[src/rtl/mem_rd_arbiter.sv]
// Two-master read arbiter in front of a single AXI-lite-style AR/R slave port.
// One transaction in flight; a watchdog returns SLVERR if the slave never answers.
module mem_rd_arbiter #(
    parameter int PRIO_MODE = 2,
    parameter int TIMEOUT   = 256,
    parameter int CNT_W     = 16
) (
    input  logic        clk,
    input  logic        rst,

    input  logic [31:0] m0_araddr,
    input  logic        m0_arvalid,
    output logic        m0_arready,
    output logic [63:0] m0_rdata,
    output logic [1:0]  m0_rresp,
    output logic        m0_rvalid,
    input  logic        m0_rready,

    input  logic [31:0] m1_araddr,
    input  logic        m1_arvalid,
    output logic        m1_arready,
    output logic [63:0] m1_rdata,
    output logic [1:0]  m1_rresp,
    output logic        m1_rvalid,
    input  logic        m1_rready,

    output logic [31:0] s_araddr,
    output logic        s_arvalid,
    input  logic        s_arready,
    input  logic [63:0] s_rdata,
    input  logic [1:0]  s_rresp,
    input  logic        s_rvalid,
    output logic        s_rready,

    output logic [1:0]  grant,
    output logic        busy
);
    typedef enum logic [1:0] {IDLE, ADDR, DATA, ERR} state_t;

    localparam int unsigned        TO_LAST_I = (TIMEOUT > 0) ? TIMEOUT - 1 : 0;
    localparam logic [CNT_W-1:0]   TO_LAST   = CNT_W'(TO_LAST_I);

    state_t           state_q, state_d;
    logic [1:0]       grant_q, grant_d;
    logic             last_q, last_d;
    logic [CNT_W-1:0] wdog_q, wdog_d;
    logic             stale_q, stale_d;

    logic win, g_arvalid, g_rready, pick1;

    assign win       = grant_q[1];
    assign g_arvalid = (grant_q[0] & m0_arvalid) | (grant_q[1] & m1_arvalid);
    assign g_rready  = (grant_q[0] & m0_rready)  | (grant_q[1] & m1_rready);
    assign grant     = grant_q;
    assign busy      = (state_q != IDLE);

    // A lone requester always wins; contention is settled by the policy.
    always_comb begin
        pick1 = m1_arvalid;
        if (m0_arvalid && m1_arvalid) begin
            if (PRIO_MODE == 0)      pick1 = 1'b0;
            else if (PRIO_MODE == 1) pick1 = 1'b1;
            else                     pick1 = ~last_q;
        end
    end

    always_comb begin
        s_arvalid  = 1'b0;
        s_araddr   = '0;
        s_rready   = 1'b0;
        m0_arready = 1'b0;
        m1_arready = 1'b0;
        m0_rvalid  = 1'b0;
        m0_rdata   = '0;
        m0_rresp   = '0;
        m1_rvalid  = 1'b0;
        m1_rdata   = '0;
        m1_rresp   = '0;
        case (state_q)
            ADDR: begin
                s_arvalid  = g_arvalid;
                s_araddr   = grant_q[1] ? m1_araddr : m0_araddr;
                m0_arready = grant_q[0] & s_arready;
                m1_arready = grant_q[1] & s_arready;
            end
            DATA: begin
                s_rready  = g_rready;
                m0_rvalid = grant_q[0] & s_rvalid;
                m0_rdata  = grant_q[0] ? s_rdata : '0;
                m0_rresp  = grant_q[0] ? s_rresp : '0;
                m1_rvalid = grant_q[1] & s_rvalid;
                m1_rdata  = grant_q[1] ? s_rdata : '0;
                m1_rresp  = grant_q[1] ? s_rresp : '0;
            end
            ERR: begin
                s_rready  = 1'b1;
                m0_rvalid = grant_q[0];
                m0_rresp  = grant_q[0] ? 2'b10 : 2'b00;
                m1_rvalid = grant_q[1];
                m1_rresp  = grant_q[1] ? 2'b10 : 2'b00;
            end
            default: ;
        endcase
        // Swallow a late response from a timed-out transaction.
        if (stale_q && state_q != DATA) s_rready = 1'b1;
    end

    always_comb begin
        state_d = state_q;
        grant_d = grant_q;
        last_d  = last_q;
        wdog_d  = wdog_q;
        stale_d = stale_q;
        if (stale_q && state_q != DATA && s_rvalid) stale_d = 1'b0;
        case (state_q)
            IDLE: begin
                if (!stale_q && (m0_arvalid || m1_arvalid)) begin
                    grant_d = pick1 ? 2'b10 : 2'b01;
                    state_d = ADDR;
                end
            end
            ADDR: begin
                if (g_arvalid && s_arready) begin
                    state_d = DATA;
                    wdog_d  = '0;
                end else if (!g_arvalid) begin
                    state_d = IDLE;
                    grant_d = 2'b00;
                end
            end
            DATA: begin
                if (s_rvalid && g_rready) begin
                    state_d = IDLE;
                    last_d  = win;
                    grant_d = 2'b00;
                end else begin
                    wdog_d = wdog_q + CNT_W'(1);
                    if (TIMEOUT != 0 && wdog_q == TO_LAST) begin
                        state_d = ERR;
                        stale_d = 1'b1;
                    end
                end
            end
            ERR: begin
                if (g_rready) begin
                    state_d = IDLE;
                    last_d  = win;
                    grant_d = 2'b00;
                end
            end
        endcase
    end

    always_ff @(posedge clk or negedge rst) begin
        if (!rst) begin
            state_q <= IDLE;
            grant_q <= 2'b00;
            last_q  <= 1'b1;
            wdog_q  <= '0;
            stale_q <= 1'b0;
        end else begin
            state_q <= state_d;
            grant_q <= grant_d;
            last_q  <= last_d;
            wdog_q  <= wdog_d;
            stale_q <= stale_d;
        end
    end
endmodule

[config.mk]
export PLATFORM = sky130hd
export DESIGN_NAME = mem_rd_arbiter
export DESIGN_NICKNAME = d
export VERILOG_FILES = /design/src/rtl/mem_rd_arbiter.sv
export SDC_FILE = /design/constraint.sdc
export NUM_CORES = 1
export LEC_CHECK = 0
export BUFFER_PORTS_ARGS = -buffer_cell sky130_fd_sc_hd__clkbuf_2
export CAP_MARGIN = 10
export CELL_PAD_IN_SITES_DETAIL_PLACEMENT = 1
export CELL_PAD_IN_SITES_GLOBAL_PLACEMENT = 1
export CORE_MARGIN = 3
export CORE_UTILIZATION = 20
export DETAILED_ROUTE_END_ITERATION = 7
export PLACE_DENSITY = 0.81
export SYNTH_ARGS = -nofsm -noshare
export SYNTH_HDL_FRONTEND = slang
export SYNTH_SLANG_ARGS = --single-unit
[constraint.sdc]
create_clock -name clk -period 2.4 [get_ports clk]
set_clock_uncertainty 0.2 [all_clocks]
set_input_delay 0.72 -clock clk [delete_from_list [all_inputs] [get_ports clk]]
set_output_delay 0.72 -clock clk [all_outputs]
set_load 0.01 [all_outputs]
==> metrics.md, run 1 <==
| Metric | Value |
|---|---|
| Final core utilization | `around two fifths` |
| Status | `finished, violations left` |
| Root Buffer | `clkbuf_16` |
| Critical path required time | `between 1 and 1.5 ns` |
| Post-Syn Area per Cell | `between 7 and 8 um^2` |
| Placeable Area | `14,200 um^2` |
| Worst Hold Class | `primary input to asynchronous set/reset pin` |
| Flops & latches, synth | `22` |
| Hold_buf cts | `0` |
| Setup ws final | `-0.0776 ns` |
| Non-filler cells, final | `just under 900` |
| GRT Overall Usage | `about 19%` |
| Worst Max-Slew Pin Slew | `a little under 0.8 ns` |
| Die Span Y | `around 130 um` |
| Yosys top cell by area | `and3_1` |
| # rows | `43` |
| Syn Nets | `around 540` |
| Synth area leaders | `and3_1 29%, dfrtp_1 18%, mux2i_1 12%` |
| Fillers | `approximately 1,800` |
| Final nets | `854` |
| GRT overflow | `0` |
| Sink Count | `22` |
| Delay-heaviest family, CP | `buffers and inverters` |
| Final HPWL DP | `roughly 13 mm` |
| Tmin final | `~2.5 ns` |
| Period utilization | `103%` |
| Number of synthesized flops with an enable pin | `0` |
| Synth async-reset ratio | `100%` |
| Crit Path Max Fanout | `16` |
| Synth cell types | `37` |
| Most common cell in the synthesized netlist | `and3_1` |
| Diodes inserted | `0` |
| Top cell type's share of synthesized area | `between 20% and 30%` |
| Hold Fails Final Rpt | `0` |
| CP Cell Sequence | `inv_2, ha_4, buf_12, clkbuf_16, and3_1, buf_2` |
| Critical path capture point type | `output port` |
| CP Data Arrival Time | `about 1.6 ns` |
| P&R area growth vs syn | `90.7%` |
| Gr busiest metal | `met2` |
| DR vias/cell | `slightly above 5` |
| Pwr per Cell Area | `698 nW/um^2` |
| # setup viols final | `150` |
| Worst vdd ir | `~0.00036 V` |
| Failing checks | `negative setup slack` |
| Input/output buffers | `just over 300` |
| Met2 Use GR | `approximately a third` |
| DP Cell Count | `roughly 860` |
| GR Util met3 | `6.08%` |
| Largest net degree at the start of global routing | `between 50 and 60` |
| CTS max path bufs | `2` |
| Initial core utilization | `approximately a fifth` |
| CTS tree | `yes` |
| Total Wirelength | `around 18 mm` |
| Fraction of layout cells with a size suffix above 1 | `58.1%` |
| Iter 0 DRT Violations | `289` |
| Final Power | `around 3900 uW` |
| Wirelength per Cell | `between 20 and 25 um` |
| Post-Syn Area | `slightly below 3000 um^2` |
| Htree depth | `1` |
| CP startpoint kind | `register` |
| ANT nets after route | `0` |
| M1 GR Usage | `around a fifth` |
| Largest stage delay, worst path | `a little under 0.4 ns` |
| Critical path class | `register to output port` |
| Clk pin slew, worst setup/hold paths | `roughly 0.07 ns` |
| YS warnings | `0` |
| Fmax | `roughly 400 MHz` |
| Gate Count Post-Synth | `~400` |
| Chip width | `between 100 and 150 um` |
| Vias in the first global route | `4,316` |
| Post-route cell area | `5640 um^2` |
| Register-to-register setup slack | `-0.05 ns` |
| Num CTS Buffers | `3` |
| First-pass DRT Iterations | `4` |
| Lkg Pwr | `0.00344 uW` |
| CP max stage cell | `dfrtp_1` |
| Dominant synthesized flop cell | `dfrtp_1` |
| GPL Wtd Cong | `0.807` |
| Final Max Slew Viols | `0` |
| First-pass GRT wire length | `24.3 mm` |
| Worst rel slew slack | `between 40 and 50%` |
| Initial antenna violation count | `6` |
| Sequential share of the synthesized area | `about a fifth` |
| Synth cell count leaders | `135 x and3_1, 39 x clkbuf_1, 37 x nor2b_1` |
| Die ar. | `16,300 um^2` |
| Via count | `approximately 4,500` |
| Clock Latency Late Sink | `approximately 0.26 ns` |
| Post-Place Setup Slack | `-0.184 ns` |
| Placement-stage cell area | `between 4000 and 5000 um^2` |
| Max Cap Viol | `0` |
| RSZ-0062 raised after global routing | `true` |
| I/O pins | `311` |
| CP bufs+invs | `4` |
| Remaining DRCs | `0` |
## cell families (layout without fill, tap and decap cells)
logic type	after synthesis	in the layout	share of synthesized area [%]
mux	38	38	13.0
compound gates	52	52	12.4
buf+inv	54	372	7.44
simple gates	219	219	46.0
flops	22	22	18.6
fa+ha+maj	6	6	2.54
## per-stage QoR
step | setup TNS (ns) | hold WS (ns)
after detailed placement | -1.95 | 0.322
final | -5.39 | 0.246
after global routing | -16.34 | 0.282
after CTS | -4.15 | 0.281
after floorplan | 0 | 0.224
after global placement | -1.16 | 0.310
## cell type report
type / count / area [um^2] / share of cell area, %
Clock buffer: 4 / 88.8 / 1.57
Inverter: 6 / 22.5 / 0.399
Tap cell: 180 / 225 / 3.99
Sequential cell: 22 / 558 / 9.89
Timing Repair Buffer: 362 / 2380 / 42.1
Multi-Input combinational cell: 315 / 2370 / 42.1
## power breakdown
group / switching (uW) / internal (uW)
Sequential: 74.9 / 416
Clock: 152 / 255
Combinational: 1500 / 1540
Total: 1730 / 2220
## worst paths after layout
check,from,endpoint,depth (start not counted)
setup / recovery,state_q[0]$_DFFE_PN0P_,m0_rdata[62],6
hold / removal,rst,wdog_q[12]$_DFFE_PN0P_,1
setup reg to reg,state_q[0]$_DFFE_PN0P_,wdog_q[7]$_DFFE_PN0P_,9
hold reg to reg,wdog_q[0]$_DFFE_PN0P_,wdog_q[0]$_DFFE_PN0P_,1
max in group asynchronous,rst,grant[1]$_DFFE_PN0P_,1
min in group clk,wdog_q[0]$_DFFE_PN0P_,wdog_q[0]$_DFFE_PN0P_,1
## what timing repair did
action / in CTS / in global routing
setup buffers: 7 / 11
gates cloned: 3 / 10
setup endpoints to repair: 166 / 179
resized for setup: 30 / 126
pin swaps: 4 / 6
## per-layer routing
| layer | up-vias | part of all wire, % |
|---|---|---|
| met3 | 27 | 9.5 |
| met5 | - | 0.45 |
| li1 | 2081 | - |
| met1 | 2144 | 37 |
| met4 | 12 | 1.2 |
| met2 | 226 | 51 |
## flip-flops by register name (all words and copies together) (netlist names)
name,cells
grant,2
wdog_q,16
state_q,2
stale_q,1
last_q,1
## worst register-to-register path, stage by stage, from the launching register on
cell	delay, ns
dfrtp_1	0.36
inv_2	0.06
buf_4	0.13
buf_4	0.15
ha_4	0.27
buf_4	0.11
a31oi_4	0.17
buf_12	0.19
or4_1	0.55
a21oi_2	0.19
## placed cells by master (no fill, tap or decap), types with 5 or more instances in the layout
cell	netlist	final
mux2i_1	35	32
or4_1	12	9
clkbuf_16	0	13
buf_2	5	79
dfrtp_1	21	18
nor2b_2	0	7
nor2b_1	37	29
clkbuf_2	0	221
a21oi_2	0	5
buf_12	0	8
a21oi_1	17	10
o21ai_0	7	7
buf_4	1	30
nand3_1	6	6
o31ai_1	14	14
nand2_1	6	6
buf_6	1	7
nand4_1	5	5
and3_1	135	131
(Power assumes the default switching activity.)
==> run 2: changes to the inputs <==
--- a/config.mk
+++ b/config.mk
@@ -13,5 +13,5 @@
 export CORE_UTILIZATION = 20
 export DETAILED_ROUTE_END_ITERATION = 7
-export PLACE_DENSITY = 0.81
+export PLACE_DENSITY = 0.83
 export SYNTH_ARGS = -nofsm -noshare
 export SYNTH_HDL_FRONTEND = slang
==> constraint.sdc (replaced) <==
create_clock -name clk -period 2.4 [get_ports clk]
set_clock_uncertainty 0.2 [all_clocks]
set_input_delay 0.12 -clock clk [delete_from_list [all_inputs] [get_ports clk]]
set_output_delay 0.12 -clock clk [all_outputs]
set_load 0.01 [all_outputs]
==> run 2 against run 1 <==
- the flow now finishes without violations
- non-clock buffer count is 40 lower
- global-route usage is 1.9 points lower
- power is 27% lower
- cell count shrank 4.4%
- clock power up 14%
- combinational power decreased by 36%
- critical endpoint is now wdog_q[6]$_DFFE_PN0P_
==> metrics.md, run 2 (same netlist as run 1, synthesis figures left out) <==
| Metric | Value |
|---|---|
| Largest stage delay, worst path | `0.52 ns` |
| Fillers | `approximately 1,800` |
| ANT nets after route | `0` |
| Worst Max-Slew Pin Slew | `0.827 ns` |
| Remaining DRCs | `0` |
| Crit. Startpoint | `state_q[1]$_DFFE_PN0P_` |
| Placeable Area | `~14,000 um^2` |
| Most frequent cells in the layout | `310 x clkbuf_2, 135 x and3_1, 36 x nor2b_1, 35 x mux2i_1, 19 x dfrtp_1` |
| CP startpoint kind | `register` |
| Non-filler cells, final | `850` |
| Post-route cell area | `between 4000 and 5000 um^2` |
| FF-to-FF Start | `state_q[1]$_DFFE_PN0P_` |
| P&R area growth vs syn | `61.6%` |
| Worst rel slew slack | `approximately 45%` |
| Crit Path Max Fanout | `17` |
| I/O pins | `about 310` |
| Fraction of layout cells with a size suffix above 1 | `50.4%` |
| Initial antenna violation count | `3` |
| CP Cell Sequence | `inv_1, ha_1, nor2b_2, a31oi_4, buf_4, or4_1, a21oi_1` |
| GPL Wtd Cong | `between 0.8 and 0.9` |
| Htree depth | `1` |
| Hold WS | `0.0577 ns` |
| Fmax | `roughly 440 MHz` |
| CP Data Arrival Time | `roughly 2.3 ns` |
| Initial core utilization | `20.8%` |
| Critical path class | `register to register` |
| Total Wirelength | `~15 mm` |
| Sink Count | `22` |
| Top reg by flops | `wdog_q` |
| Period utilization | `a little over nine tenths` |
| # setup viols final | `0` |
| Chip width | `128 um` |
| CP endpoint | `wdog_q[6]$_DFFE_PN0P_` |
| Largest net degree at the start of global routing | `91` |
| R2R cell count | `7` |
| Pwr per Cell Area | `between 600 and 700 nW/um^2` |
| Commonest non-fill, non-tap cell in the layout | `clkbuf_2` |
| Iter 0 DRT Violations | `roughly 260` |
| Critical path capture point type | `register` |
| Clock Latency Late Sink | `between 0.2 and 0.3 ns` |
| CP bufs+invs | `2` |
| Final HPWL DP | `12.4 mm` |
| Delay-heaviest family, CP | `simple AND/OR/NAND/NOR gates` |
| Register-to-register setup slack | `a little over 0.1 ns` |
| Max Cap Viol | `0` |
| Worst Hold Class | `primary input to register` |
| Clk pin slew, worst setup/hold paths | `around 0.060 ns` |
| GRT overflow | `0` |
| # rows | `between 40 and 50` |
| Tmin final | `roughly 2.3 ns` |
| First-pass GRT wire length | `about 22 mm` |
| DP Cell Count | `around 840` |
| Footprint of the multi-input gates | `between 2000 and 2500 um^2` |
| First-pass DRT Iterations | `4` |
| Met2 routed WL | `around 7.6 mm` |
| Final core utilization | `approximately a third` |
| Vias in the first global route | `between 4,000 and 5,000` |
| Max FFs per register | `16` |
| Final Max Slew Viols | `0` |
| Critical path required time | `2.38 ns` |
| Hold wc startpoint | `s_rvalid` |
| Status | `finished, final reports clean` |
| Register area | `roughly 560 um^2` |
| Worst r2r dst | `wdog_q[6]$_DFFE_PN0P_` |
| Max Used Layer | `met5` |
| Routed length on met3 | `between 1 and 1.5 mm` |
| CTS max path bufs | `2` |
| Input/output buffers | `between 300 and 400` |
| DR vias/cell | `4.89` |
| CTS tree | `yes` |
| Root Buffer | `clkbuf_16` |
| Placement-stage cell area | `approximately 4600 um^2` |
| Lkg Pwr | `approximately 0.003 uW` |
| Final nets | `between 800 and 900` |
| Die ar. | `16,300 um^2` |
| Worst vdd ir | `approximately 0.00032 V` |
| Wirelength per Cell | `approximately 18 um` |
| CP max stage cell | `or4_1` |
| Num CTS Buffers | `3` |
| WL met1 | `between 6 and 7 mm` |
| Critical path depth | `7` |
| Final Power | `about 2900 uW` |
| Die Span Y | `about 130 um` |
| GRT Overall Usage | `16.7%` |
| Via count | `approximately 4,200` |
| Hold Fails Final Rpt | `0` |
run 2: area by class of cell:
| type | count | area share [%] |
|---|---|---|
| Multi-Input combinational cell | 315 | 45.9 |
| Inverter | 6 | 0.471 |
| Clock buffer | 3 | 1.57 |
| Timing Repair Buffer | 322 | 35.1 |
| Clock inverter | 1 | 0.628 |
| Sequential cell | 22 | 11.6 |
| Antenna cell | 1 | 0.0523 |
| Tap cell | 180 | 4.71 |
run 2: metrics by stage:
stage          setup TNS, ns  setup WS, ns
6_report                   0         0.102
5_1_grt              -0.0683       -0.0177
4_1_cts                    0        0.0820
3_5_place_dp               0         0.119
3_3_place_gp               0         0.212
2_1_floorplan              0         0.295
run 2: report_power, final:
| part | total (uW) | switching, uW | internal (uW) |
|---|---|---|---|
| combinational | 1950 | 1180 | 769 |
| clock | 467 | 135 | 331 |
| sequential | 457 | 41.1 | 416 |
| total | 2870 | 1350 | 1520 |
run 2: worst min-delay path by stage:
stage / to / slack (ns) / depth (start not counted)
2_1_floorplan: grant[0]$_DFFE_PN0P_ / -0.38 / 0
3_3_place_gp: wdog_q[4]$_DFFE_PN0P_ / -0.06 / 1
3_5_place_dp: wdog_q[3]$_DFFE_PN0P_ / -0.06 / 1
4_1_cts: stale_q$_DFF_PN0_ / 0.07 / 4
5_1_grt: stale_q$_DFF_PN0_ / 0.11 / 4
6_report: stale_q$_DFF_PN0_ / 0.06 / 4
run 2: routing by layer:
metal / vias to the layer above / track usage (%)
met2: 191 / 29.7
met4: 6 / 2.93
li1: 2002 / -
met5: - / 0
met3: 22 / 5.00
met1: 1933 / 20.1
run 2: timing repair:
action / CTS / global route
gates resized for setup: 0 / 2
buffers inserted: 0 / 0
setup endpoints to repair: 0 / 13
hold endpoints to repair: 21 / 0
hold buffers: 1 / 0
run 2: worst reg2reg max path, delay by kind of cell, from the launching register on:
kind,cells,cell delay (ns)
compound gates,2,0.22
fa+ha+maj,1,0.35
flops,1,0.40
buf+inv,2,0.30
simple gates,2,0.74
